<file path="src/rtl/uart_fifo_tx_mgr_pkg.sv">
// Shared UART TX manager definitions: FSM state encoding and datapath widths.
// Consumed by uart_fifo_tx_mgr (optional GAP state enabled by UART_TX_GAP_EN).
package uart_fifo_tx_mgr_pkg;

   localparam int unsigned BYTE_W = 8;
   localparam int unsigned CNT_W  = 16;
   localparam int unsigned CYC_W  = 24;

   typedef enum logic [2:0] {
      ST_IDLE  = 3'd0,
      ST_RD    = 3'd1,
      ST_WAIT  = 3'd2,
      ST_START = 3'd3,
      ST_SEND  = 3'd4,
      ST_GAP   = 3'd5
   } tx_state_e;

endpackage

</file>
<file path="src/rtl/uart_fifo_tx_mgr.sv">
// TX FIFO -> UART transmitter manager: pops a byte, starts the transmitter, waits for done.
// Define UART_TX_GAP_EN to insert GAP_CYC idle cycles after every completed byte.
module uart_fifo_tx_mgr
   import uart_fifo_tx_mgr_pkg::*;
#(
   parameter int unsigned      RD_LAT  = 1,
   parameter logic [CYC_W-1:0] TMO_CYC = 24'd1_000_000,
   parameter int unsigned      GAP_CYC = 16
) (
   input  logic              CLK,
   input  logic              RST,
   input  logic              En,
   input  logic              Empty_sig,
   output logic              RD_Req_sig,
   input  logic [BYTE_W-1:0] FIFO_RD_Dat,
   output logic [BYTE_W-1:0] Tx_Dat,
   output logic              TxStart,
   input  logic              TxDoneflg,
   input  logic              ErrClr,
   output logic              Busy,
   output logic              Err,
   output logic [CNT_W-1:0]  TxCnt
);

   localparam logic [CYC_W-1:0] LAT_LAST = CYC_W'(RD_LAT - 1);
   localparam logic [CYC_W-1:0] TMO_LAST = TMO_CYC - CYC_W'(1);
`ifdef UART_TX_GAP_EN
   localparam logic [CYC_W-1:0] GAP_LAST = CYC_W'(GAP_CYC - 1);
`else
   logic gap_cyc_unused;
   assign gap_cyc_unused = (GAP_CYC != 0);
`endif

   tx_state_e         state_q, state_d;
   logic [CYC_W-1:0]  cyc_q, cyc_d;
   logic              rd_req_d, start_d, busy_d, err_d;
   logic [BYTE_W-1:0] dat_d;
   logic [CNT_W-1:0]  cnt_d;

   // One counter serves read latency, done timeout and inter-byte gap; each state clears it on entry.
   always_comb begin
      state_d  = state_q;
      cyc_d    = cyc_q;
      rd_req_d = 1'b0;
      start_d  = 1'b0;
      dat_d    = Tx_Dat;
      cnt_d    = TxCnt;
      err_d    = Err & ~ErrClr;
      case (state_q)
         ST_IDLE: begin
            if (En && !Empty_sig) begin
               state_d  = ST_RD;
               rd_req_d = 1'b1;
            end
         end
         ST_RD: begin
            state_d = ST_WAIT;
            cyc_d   = '0;
         end
         ST_WAIT: begin
            cyc_d = cyc_q + CYC_W'(1);
            if (cyc_q == LAT_LAST) begin
               dat_d   = FIFO_RD_Dat;
               start_d = 1'b1;
               state_d = ST_START;
            end
         end
         ST_START: begin
            state_d = ST_SEND;
            cyc_d   = '0;
         end
         ST_SEND: begin
            cyc_d = cyc_q + CYC_W'(1);
            // Done takes priority over a timeout expiring in the same cycle.
            if (TxDoneflg) begin
               cnt_d = TxCnt + CNT_W'(1);
`ifdef UART_TX_GAP_EN
               state_d = ST_GAP;
               cyc_d   = '0;
`else
               state_d = ST_IDLE;
`endif
            end else if (cyc_q == TMO_LAST) begin
               err_d   = 1'b1;
               state_d = ST_IDLE;
            end
         end
`ifdef UART_TX_GAP_EN
         ST_GAP: begin
            cyc_d = cyc_q + CYC_W'(1);
            if (cyc_q == GAP_LAST) begin
               state_d = ST_IDLE;
            end
         end
`endif
         default: state_d = ST_IDLE;
      endcase
      busy_d = (state_d != ST_IDLE);
   end

   always_ff @(posedge CLK or posedge RST) begin
      if (RST) begin
         state_q    <= ST_IDLE;
         cyc_q      <= '0;
         RD_Req_sig <= 1'b0;
         TxStart    <= 1'b0;
         Tx_Dat     <= '0;
         Busy       <= 1'b0;
         Err        <= 1'b0;
         TxCnt      <= '0;
      end else begin
         state_q    <= state_d;
         cyc_q      <= cyc_d;
         RD_Req_sig <= rd_req_d;
         TxStart    <= start_d;
         Tx_Dat     <= dat_d;
         Busy       <= busy_d;
         Err        <= err_d;
         TxCnt      <= cnt_d;
      end
   end

endmodule

</file>
<file path="config.mk">
export PLATFORM = sky130hd
export DESIGN_NAME = uart_fifo_tx_mgr
export DESIGN_NICKNAME = d
export VERILOG_FILES = /design/src/rtl/uart_fifo_tx_mgr_pkg.sv /design/src/rtl/uart_fifo_tx_mgr.sv
export SDC_FILE = /design/constraint.sdc
export NUM_CORES = 1
export LEC_CHECK = 0
export BUFFER_PORTS_ARGS = -buffer_cell sky130_fd_sc_hd__buf_4
export CAP_MARGIN = 10
export CORE_MARGIN = 2
export CORE_UTILIZATION = 56
export CTS_CLUSTER_DIAMETER = 150
export DETAILED_ROUTE_END_ITERATION = 12
export GPL_ROUTABILITY_DRIVEN = 0
export PLACE_DENSITY = 0.8
export SLEW_MARGIN = 0
export SYNTH_ARGS = -nofsm -noshare
export SYNTH_HDL_FRONTEND = slang
export SYNTH_SLANG_ARGS = --single-unit
</file>
<file path="constraint.sdc">
create_clock -name CLK -period 1.9 [get_ports CLK]
set_clock_uncertainty 0.05 [all_clocks]
set_input_delay 0.38 -clock CLK [delete_from_list [all_inputs] [get_ports CLK]]
set_output_delay 0.38 -clock CLK [all_outputs]
set_load 0.03 [all_outputs]
</file>
==> results of run 1 <==
[critical path, cell delays in order (launching register included)]
cell	delay (ns)
sky130_fd_sc_hd__dfrtp_1	0.40
sky130_fd_sc_hd__nor4_1	0.33
sky130_fd_sc_hd__nand3_2	0.18
sky130_fd_sc_hd__nor3_4	0.25
sky130_fd_sc_hd__buf_12	0.15
sky130_fd_sc_hd__mux2_2	0.34
[cells by family after synthesis]
group	after synthesis	synth area share, %
xor+xnor	17	5.69
compound gates	15	3.73
fa+ha+maj	3	1.43
simple gates	109	22.1
mux	29	11.5
buf+inv	18	2.92
flops	55	52.6
[how the worst max path moves through the flow]
stage / start / to / slack (ns) / depth (start not counted)
2_1_floorplan: RST / Busy / 0.13 / 1
3_3_place_gp: cyc_q[21] / Tx_Dat[4] / 0.05 / 5
3_5_place_dp: cyc_q[21] / Tx_Dat[4] / -0.009 / 5
4_1_cts: cyc_q[7] / Tx_Dat[4] / 0.02 / 5
5_1_grt: cyc_q[7] / Tx_Dat[5] / 0.01 / 5
6_report: cyc_q[10] / Tx_Dat[4] / 0.09 / 5
[cell usage after synthesis, drive strengths merged, types with 6 or more instances]
library cell	count	share of area (%)
nor2	10	1.4
mux2i	20	7.7
nand3	18	3.4
nand4	16	3.8
and3	6	1.4
o21ai	6	1.1
nand2	33	4.7
xnor2	13	4.4
mux2	9	3.9
inv	8	1.1
dfrtp	55	53
[metal layers]
layer | vias to the layer above | wire (µm) | global-route usage, %
met5 | - | 0 | 0
met4 | 0 | 119 | 9.22
met3 | 11 | 195 | 3.47
met2 | 47 | 2580 | 34.7
met1 | 970 | 2350 | 27.4
li1 | 993 | - | -
[area by class of cell]
class	instances	area share [%]
clock buffer	6	2.26
sequential	55	42.9
tap	52	2.03
inverter	8	0.935
multi-input combinational	173	37.1
timing repair buffer	60	14.4
clock inverter	2	0.390
[metrics by stage]
step,setup slack [ns],setup TNS (ns),cell area (µm²)
2_1_floorplan,0.127,0,2620
3_3_place_gp,0.0544,0,3100
3_5_place_dp,-0.00887,-0.0130,3100
4_1_cts,0.0170,0,3190
5_1_grt,0.0104,0,3210
6_report,0.0889,0,3210
[registers in the layout, summed over array words and instances, names as in the netlist]
name,count
TxStart,1
RD_Req_sig,1
state_q,3
cyc_q,24
Busy,1
Err,1
Tx_Dat,8
TxCnt,16
[power by group through the flow]
stage | combinational [mW] | sequential (mW) | clock (mW)
finish | 1.35 | 1.56 | 0.626
global route | 1.45 | 1.59 | 0.677
CTS | 1.36 | 1.56 | 0.636
detailed placement | 1.36 | 1.58 | 0
global placement | 1.31 | 1.57 | 0
floorplan | 0.600 | 1.81 | 0
[placed cells by master, fill, tap and decap left out, drive strengths merged, types with 2 or more instances in the layout]
cell type,count
dfrtp,55
mux2i,20
xnor2,13
and3,6
nor2,10
nor4,5
a21oi,2
nor3,5
ha,3
nand2,33
nand3,18
mux2,9
nand4,16
nand2b,2
inv,8
buf,60
xor2,4
clkbuf,6
o21ai,6
and4,5
and2,4
[what timing repair did]
item / CTS / global route
cloned: 0 / 0
pin swaps: 1 / 0
hold buffers: 0 / 0
endpoints found under the setup margin: 8 / 10
gates resized for setup: 1 / 4
==> metrics.txt, run 1 <==
# TYPE chip_impl_metric gauge
chip_impl_info{name="status",value="finished, final reports clean"} 1
chip_impl_metric{name="dp_cells",unit=""} 348
chip_impl_metric{name="p_clk_share",unit="%"} 17.7
chip_impl_metric{name="number_of_top_level_design_ports",unit=""} 42
chip_impl_metric{name="num_vias",unit=""} 2021
chip_impl_metric{name="rows",unit=""} 24
chip_impl_metric{name="drive_gt1_share",unit="%"} 27.0
chip_impl_info{name="critPathKind",value="reg2reg"} 1
chip_impl_metric{name="report.final.hold_viol_count",unit=""} 0
chip_impl_metric{name="r2r_slack",unit="ns"} 0.09
chip_impl_metric{name="final_core_util",unit="%"} 72.7
chip_impl_info{name="crit_path_end_kind",value="flip-flop"} 1
chip_impl_metric{name="initial_utilization",unit="%"} 59.3
chip_impl_metric{name="layout_worst_path_cycle_share",unit="%"} 95.3
chip_impl_metric{name="worst_setup_hold_path_clk_slew",unit="ns"} 0.10
chip_impl_metric{name="total_power_divided_by_cell_area",unit="nW/µm²"} 1100
chip_impl_metric{name="post_synth_instance_area",unit="µm²"} 2620
chip_impl_metric{name="worst_r2r_path_depth",unit=""} 5
chip_impl_metric{name="number_of_failing_setup_endpoints_in_the_final_timing_report",unit=""} 0
chip_impl_info{name="critPathLaunchType",value="flip-flop"} 1
chip_impl_metric{name="worst_relative_slew_slack",unit="%"} 67.7
chip_impl_metric{name="insertion_delay_to_the_later_sink_of_the_worst_skew_pair",unit="ns"} 0.31
chip_impl_metric{name="seq_power_share",unit="%"} 44.1
chip_impl_metric{name="design.final.nets",unit=""} 320
chip_impl_metric{name="drv_cap",unit=""} 0
chip_impl_metric{name="synth_warnings",unit=""} 0
chip_impl_metric{name="number_of_buffers_added_for_setup_after_cts",unit=""} 0
chip_impl_metric{name="num-fill-cells",unit=""} 314
chip_impl_metric{name="synth-edff-count",unit=""} 0
chip_impl_metric{name="grt_start_max_net_pins",unit=""} 30
chip_impl_metric{name="peakVddDrop",unit="V"} 0.00121
chip_impl_metric{name="global_route.usage.total",unit="%"} 21.0
chip_impl_metric{name="p_comb_share",unit="%"} 38.2
chip_impl_metric{name="routed_wl",unit="µm"} 5240
chip_impl_metric{name="ff_latch_area",unit="µm²"} 1380
chip_impl_metric{name="routedWlPerCell",unit="µm"} 14.7
chip_impl_metric{name="proportion_of_synthesized_flip_flops_having_asynchronous_set_or_reset",unit="%"} 100
chip_impl_metric{name="htree_num_levels",unit=""} 2
chip_impl_metric{name="cts_max_path_bufs",unit=""} 2
chip_impl_metric{name="power_report.internal_total",unit="mW"} 2.23
chip_impl_metric{name="route.detailed.vias_per_inst",unit=""} 5.68
chip_impl_metric{name="critPathRequiredTime",unit="ns"} 2.04
chip_impl_metric{name="power.leakage",unit="nW"} 1.65
chip_impl_metric{name="fin_total_pwr",unit="mW"} 3.54
chip_impl_metric{name="remaining_drc_errors",unit=""} 0
chip_impl_metric{name="placeable_core_region",unit="µm²"} 4410
chip_impl_metric{name="drt_first_iter_violations",unit=""} 146
chip_impl_info{name="root_buffer",value="sky130_fd_sc_hd__clkbuf_8"} 1
chip_impl_info{name="cts_tree",value="yes"} 1
chip_impl_info{name="reg2reg_to",value="Tx_Dat[4]"} 1
chip_impl_metric{name="number_of_nets_in_the_synthesized_netlist",unit=""} 263
chip_impl_info{name="setup_repair_after_global_routing_missed_its_margin",value="no"} 1
chip_impl_info{name="worstReg2RegStart",value="cyc_q[10]"} 1
chip_impl_metric{name="ys_ff_latch",unit=""} 55
chip_impl_metric{name="first_global_vias",unit=""} 1911
chip_impl_metric{name="grt_first_pass_wirelength",unit="µm"} 8580
chip_impl_metric{name="post-route-min-period",unit="ns"} 1.81
chip_impl_metric{name="drtPass1Iterations",unit=""} 4
chip_impl_metric{name="power.switching",unit="mW"} 1.31
chip_impl_metric{name="slew_at_the_pin_closest_to_its_max_slew_limit",unit="ns"} 0.478
chip_impl_metric{name="cts_inserted_buffers",unit=""} 5
chip_impl_metric{name="worst-path-max-fanout",unit=""} 10
chip_impl_metric{name="holdWs",unit="ns"} 0.0784
chip_impl_metric{name="antenna_cells_inserted",unit=""} 0
chip_impl_metric{name="detail-route-antenna-nets",unit=""} 0
chip_impl_metric{name="synth-seq-area-share",unit="%"} 52.6
chip_impl_metric{name="areaGrowthSynthToFinish",unit="%"} 22.7
chip_impl_info{name="hold_path.class",value="in2async"} 1
chip_impl_metric{name="switching_share",unit="%"} 36.9
chip_impl_metric{name="multi_input_comb_area",unit="µm²"} 1190
chip_impl_metric{name="clock-sinks",unit=""} 55
chip_impl_metric{name="cp.arrival",unit="ns"} 1.95
chip_impl_metric{name="grt_antenna_before_repair",unit=""} 0
chip_impl_metric{name="synth.avg_cell_area",unit="µm²"} 10.6
chip_impl_metric{name="chipHeight",unit="µm"} 72.4
chip_impl_metric{name="place.detailed.hpwl",unit="µm"} 3910
chip_impl_metric{name="grt_overflow_total",unit=""} 0
chip_impl_metric{name="synth.lib_cells_used.distinct",unit=""} 35
chip_impl_metric{name="dieWidth",unit="µm"} 72.4
chip_impl_metric{name="finish.cell_count_without_fillers",unit=""} 356
chip_impl_metric{name="portBuffers",unit=""} 41
chip_impl_metric{name="synthesis.instances",unit=""} 246
chip_impl_info{name="synth_ff_type",value="sky130_fd_sc_hd__dfrtp_1"} 1
chip_impl_metric{name="timing.final.max_slew_violations",unit=""} 0
chip_impl_metric{name="maxClockFrequency",unit="MHz"} 552
chip_impl_metric{name="die_area",unit="µm²"} 5230
Power figures use the tool's default switching activity.
==> run 2, diff against run 1 <==
- CORE_UTILIZATION: 56 -> 45
- PLACE_DENSITY: 0.8 -> 0.67
==> run 2 against run 1 <==
Core utilization down 14 points. Total power up 0.51%. Sequential power is essentially flat. Hold slack improved by 0.17 ns. Wire length increased by 4.4%.
==> metrics.txt, run 2 (same netlist as run 1, synthesis figures left out) <==
# TYPE chip_impl_metric gauge
chip_impl_info{name="root_buffer",value="sky130_fd_sc_hd__clkbuf_8"} 1
chip_impl_info{name="regs_by_ff_count",value="cyc_q x24, TxCnt x16, Tx_Dat x8"} 1
chip_impl_info{name="worstReg2RegStart",value="state_q[1]"} 1
chip_impl_metric{name="grt_first_pass_wirelength",unit="µm"} 9260
chip_impl_info{name="setup_repair_after_global_routing_missed_its_margin",value="no"} 1
chip_impl_metric{name="portBuffers",unit=""} 41
chip_impl_metric{name="dp_cells",unit=""} 369
chip_impl_metric{name="areaGrowthSynthToFinish",unit="%"} 24.8
chip_impl_metric{name="critical-path-max-stage-delay",unit="ns"} 0.48
chip_impl_metric{name="dieWidth",unit="µm"} 80.3
chip_impl_metric{name="worst_setup_hold_path_clk_slew",unit="ns"} 0.09
chip_impl_metric{name="number_of_top_level_design_ports",unit=""} 42
chip_impl_metric{name="first_global_vias",unit=""} 2002
chip_impl_metric{name="dp_slack",unit="ns"} 0.0321
chip_impl_metric{name="routedWlPerCell",unit="µm"} 14.5
chip_impl_metric{name="worst_relative_slew_slack",unit="%"} 70.0
chip_impl_info{name="critPathKind",value="reg2reg"} 1
chip_impl_info{name="cp-startpoint",value="state_q[1]"} 1
chip_impl_metric{name="number_of_buffers_added_for_setup_after_cts",unit=""} 0
chip_impl_metric{name="chipHeight",unit="µm"} 80.3
chip_impl_metric{name="grt_start_max_net_pins",unit=""} 23
chip_impl_metric{name="routed_wl",unit="µm"} 5470
chip_impl_info{name="status",value="finished, final reports clean"} 1
chip_impl_metric{name="number_of_failing_setup_endpoints_in_the_final_timing_report",unit=""} 0
chip_impl_metric{name="place.detailed.hpwl",unit="µm"} 3980
chip_impl_metric{name="remaining_drc_errors",unit=""} 0
chip_impl_metric{name="maxClockFrequency",unit="MHz"} 560
chip_impl_info{name="reg2reg_to",value="TxCnt[8]"} 1
chip_impl_metric{name="num_vias",unit=""} 2013
chip_impl_metric{name="post-route-min-period",unit="ns"} 1.79
chip_impl_metric{name="fin_total_pwr",unit="mW"} 3.56
chip_impl_metric{name="finish.cell_count_without_fillers",unit=""} 378
chip_impl_metric{name="route.detailed.vias_per_inst",unit=""} 5.33
chip_impl_info{name="layout_common_cells",value="sky130_fd_sc_hd__buf_4, sky130_fd_sc_hd__dfrtp_1, sky130_fd_sc_hd__nand2_1"} 1
chip_impl_metric{name="design.final.nets",unit=""} 322
chip_impl_metric{name="initial_utilization",unit="%"} 46.9
chip_impl_metric{name="cp.arrival",unit="ns"} 1.94
chip_impl_metric{name="r2r_slack",unit="ns"} 0.11
chip_impl_info{name="list_of_cells_traversed_by_the_critical_path",value="nor4bb_1 -> buf_4 -> and4_1 -> nand4_1 -> xnor2_1"} 1
chip_impl_metric{name="die_area",unit="µm²"} 6440
chip_impl_metric{name="grt_antenna_before_repair",unit=""} 0
chip_impl_metric{name="htree_num_levels",unit=""} 2
chip_impl_metric{name="fin_tns_setup",unit="ns"} 0
chip_impl_metric{name="critPathRequiredTime",unit="ns"} 2.05
chip_impl_metric{name="cts_max_path_bufs",unit=""} 2
chip_impl_metric{name="insertion_delay_to_the_later_sink_of_the_worst_skew_pair",unit="ns"} 0.31
chip_impl_metric{name="holdWs",unit="ns"} 0.244
chip_impl_info{name="critPathLaunchType",value="flip-flop"} 1
chip_impl_info{name="crit_path_end_kind",value="flip-flop"} 1
chip_impl_info{name="cts_tree",value="yes"} 1
chip_impl_info{name="top_register",value="cyc_q"} 1
chip_impl_metric{name="antenna_cells_inserted",unit=""} 0
chip_impl_info{name="critical_path.endpoint",value="TxCnt[8]"} 1
chip_impl_metric{name="drt_first_iter_violations",unit=""} 73
chip_impl_metric{name="grt_overflow_total",unit=""} 0
chip_impl_metric{name="worst_r2r_path_depth",unit=""} 5
chip_impl_metric{name="drtPass1Iterations",unit=""} 4
chip_impl_metric{name="post-route-worst-setup-slack",unit="ns"} 0.114
chip_impl_metric{name="drive_gt1_share",unit="%"} 27.8
chip_impl_metric{name="drv_cap",unit=""} 0
chip_impl_metric{name="detail-route-antenna-nets",unit=""} 0
chip_impl_metric{name="slew_at_the_pin_closest_to_its_max_slew_limit",unit="ns"} 0.450
chip_impl_metric{name="power.leakage",unit="nW"} 1.64
chip_impl_metric{name="placeable_core_region",unit="µm²"} 5570
chip_impl_info{name="cp_slowest_cell",value="sky130_fd_sc_hd__dfrtp_1"} 1
chip_impl_metric{name="global_route.usage.total",unit="%"} 18.6
chip_impl_metric{name="peakVddDrop",unit="V"} 0.000699
chip_impl_metric{name="layout_worst_path_cycle_share",unit="%"} 94.0
chip_impl_metric{name="worst-path-max-fanout",unit=""} 9
chip_impl_metric{name="total_power_divided_by_cell_area",unit="nW/µm²"} 1090
chip_impl_info{name="hold_path.class",value="in2reg"} 1
chip_impl_metric{name="timing.final.max_slew_violations",unit=""} 0
chip_impl_metric{name="clock-sinks",unit=""} 55
chip_impl_metric{name="flip_flop_count_of_the_largest_register_all_copies_and_words_added",unit=""} 24
chip_impl_metric{name="report.final.hold_viol_count",unit=""} 0
chip_impl_metric{name="rows",unit=""} 27
chip_impl_metric{name="cts_inserted_buffers",unit=""} 5
chip_impl_info{name="layout_commonest_cell",value="sky130_fd_sc_hd__buf_4"} 1
## run 2: layout make-up
class	count	area [µm²]
Clock buffer	6	72.6
Clock inverter	2	16.3
Fill cell	484	2310
Inverter	8	30.0
Multi-Input combinational cell	173	1180
Sequential cell	55	1380
Tap cell	72	90.1
Timing Repair Buffer	62	493
## run 2: worst min path at each step
stage                         from   endpoint  depth (start not counted)
global placement               RST   TxCnt[8]                          2
global route        FIFO_RD_Dat[4]  Tx_Dat[4]                          2
floorplan                cyc_q[23]  cyc_q[23]                          1
finish              FIFO_RD_Dat[0]  Tx_Dat[0]                          2
CTS                 FIFO_RD_Dat[1]  Tx_Dat[1]                          2
detailed placement             RST   TxCnt[8]                          2
## run 2: where the power goes
part           switching (mW)  total [mW]  leakage (nW)  internal (mW)
registers               0.189        1.56         0.727           1.38
logic                   0.746        1.34         0.876          0.594
clock network           0.386       0.651        0.0418          0.266
total                    1.32        3.56          1.64           2.24
## run 2: critical path: cells and delay by family, from the launching register on
kind / cells / cell delay, ns
flops: 1 / 0.48
simple gates: 3 / 0.77
buf+inv: 1 / 0.21
xor+xnor: 1 / 0.15
## run 2: metal layers
| metal | wire [µm] | track usage, % |
|---|---|---|
| met2 | 2550 | 29.0 |
| met1 | 2550 | 25.2 |
| met5 | 0 | 0 |
| met4 | 55 | 6.95 |
| met3 | 312 | 4.38 |
## run 2: through the flow
step                      utilization, %  cell area (µm²)
after detailed placement            56.4             3140
final                               58.6             3260
after floorplan                        -             2620
after CTS                           58.2             3240
after global placement              56.4             3140
after global routing                58.6             3260
## run 2: what timing repair did
action / 4_1_cts / 5_1_grt
resized for setup: 0 / 6
endpoints found under the hold margin: 16 / 0
setup endpoints to repair: 0 / 8
hold buffers: 1 / 0
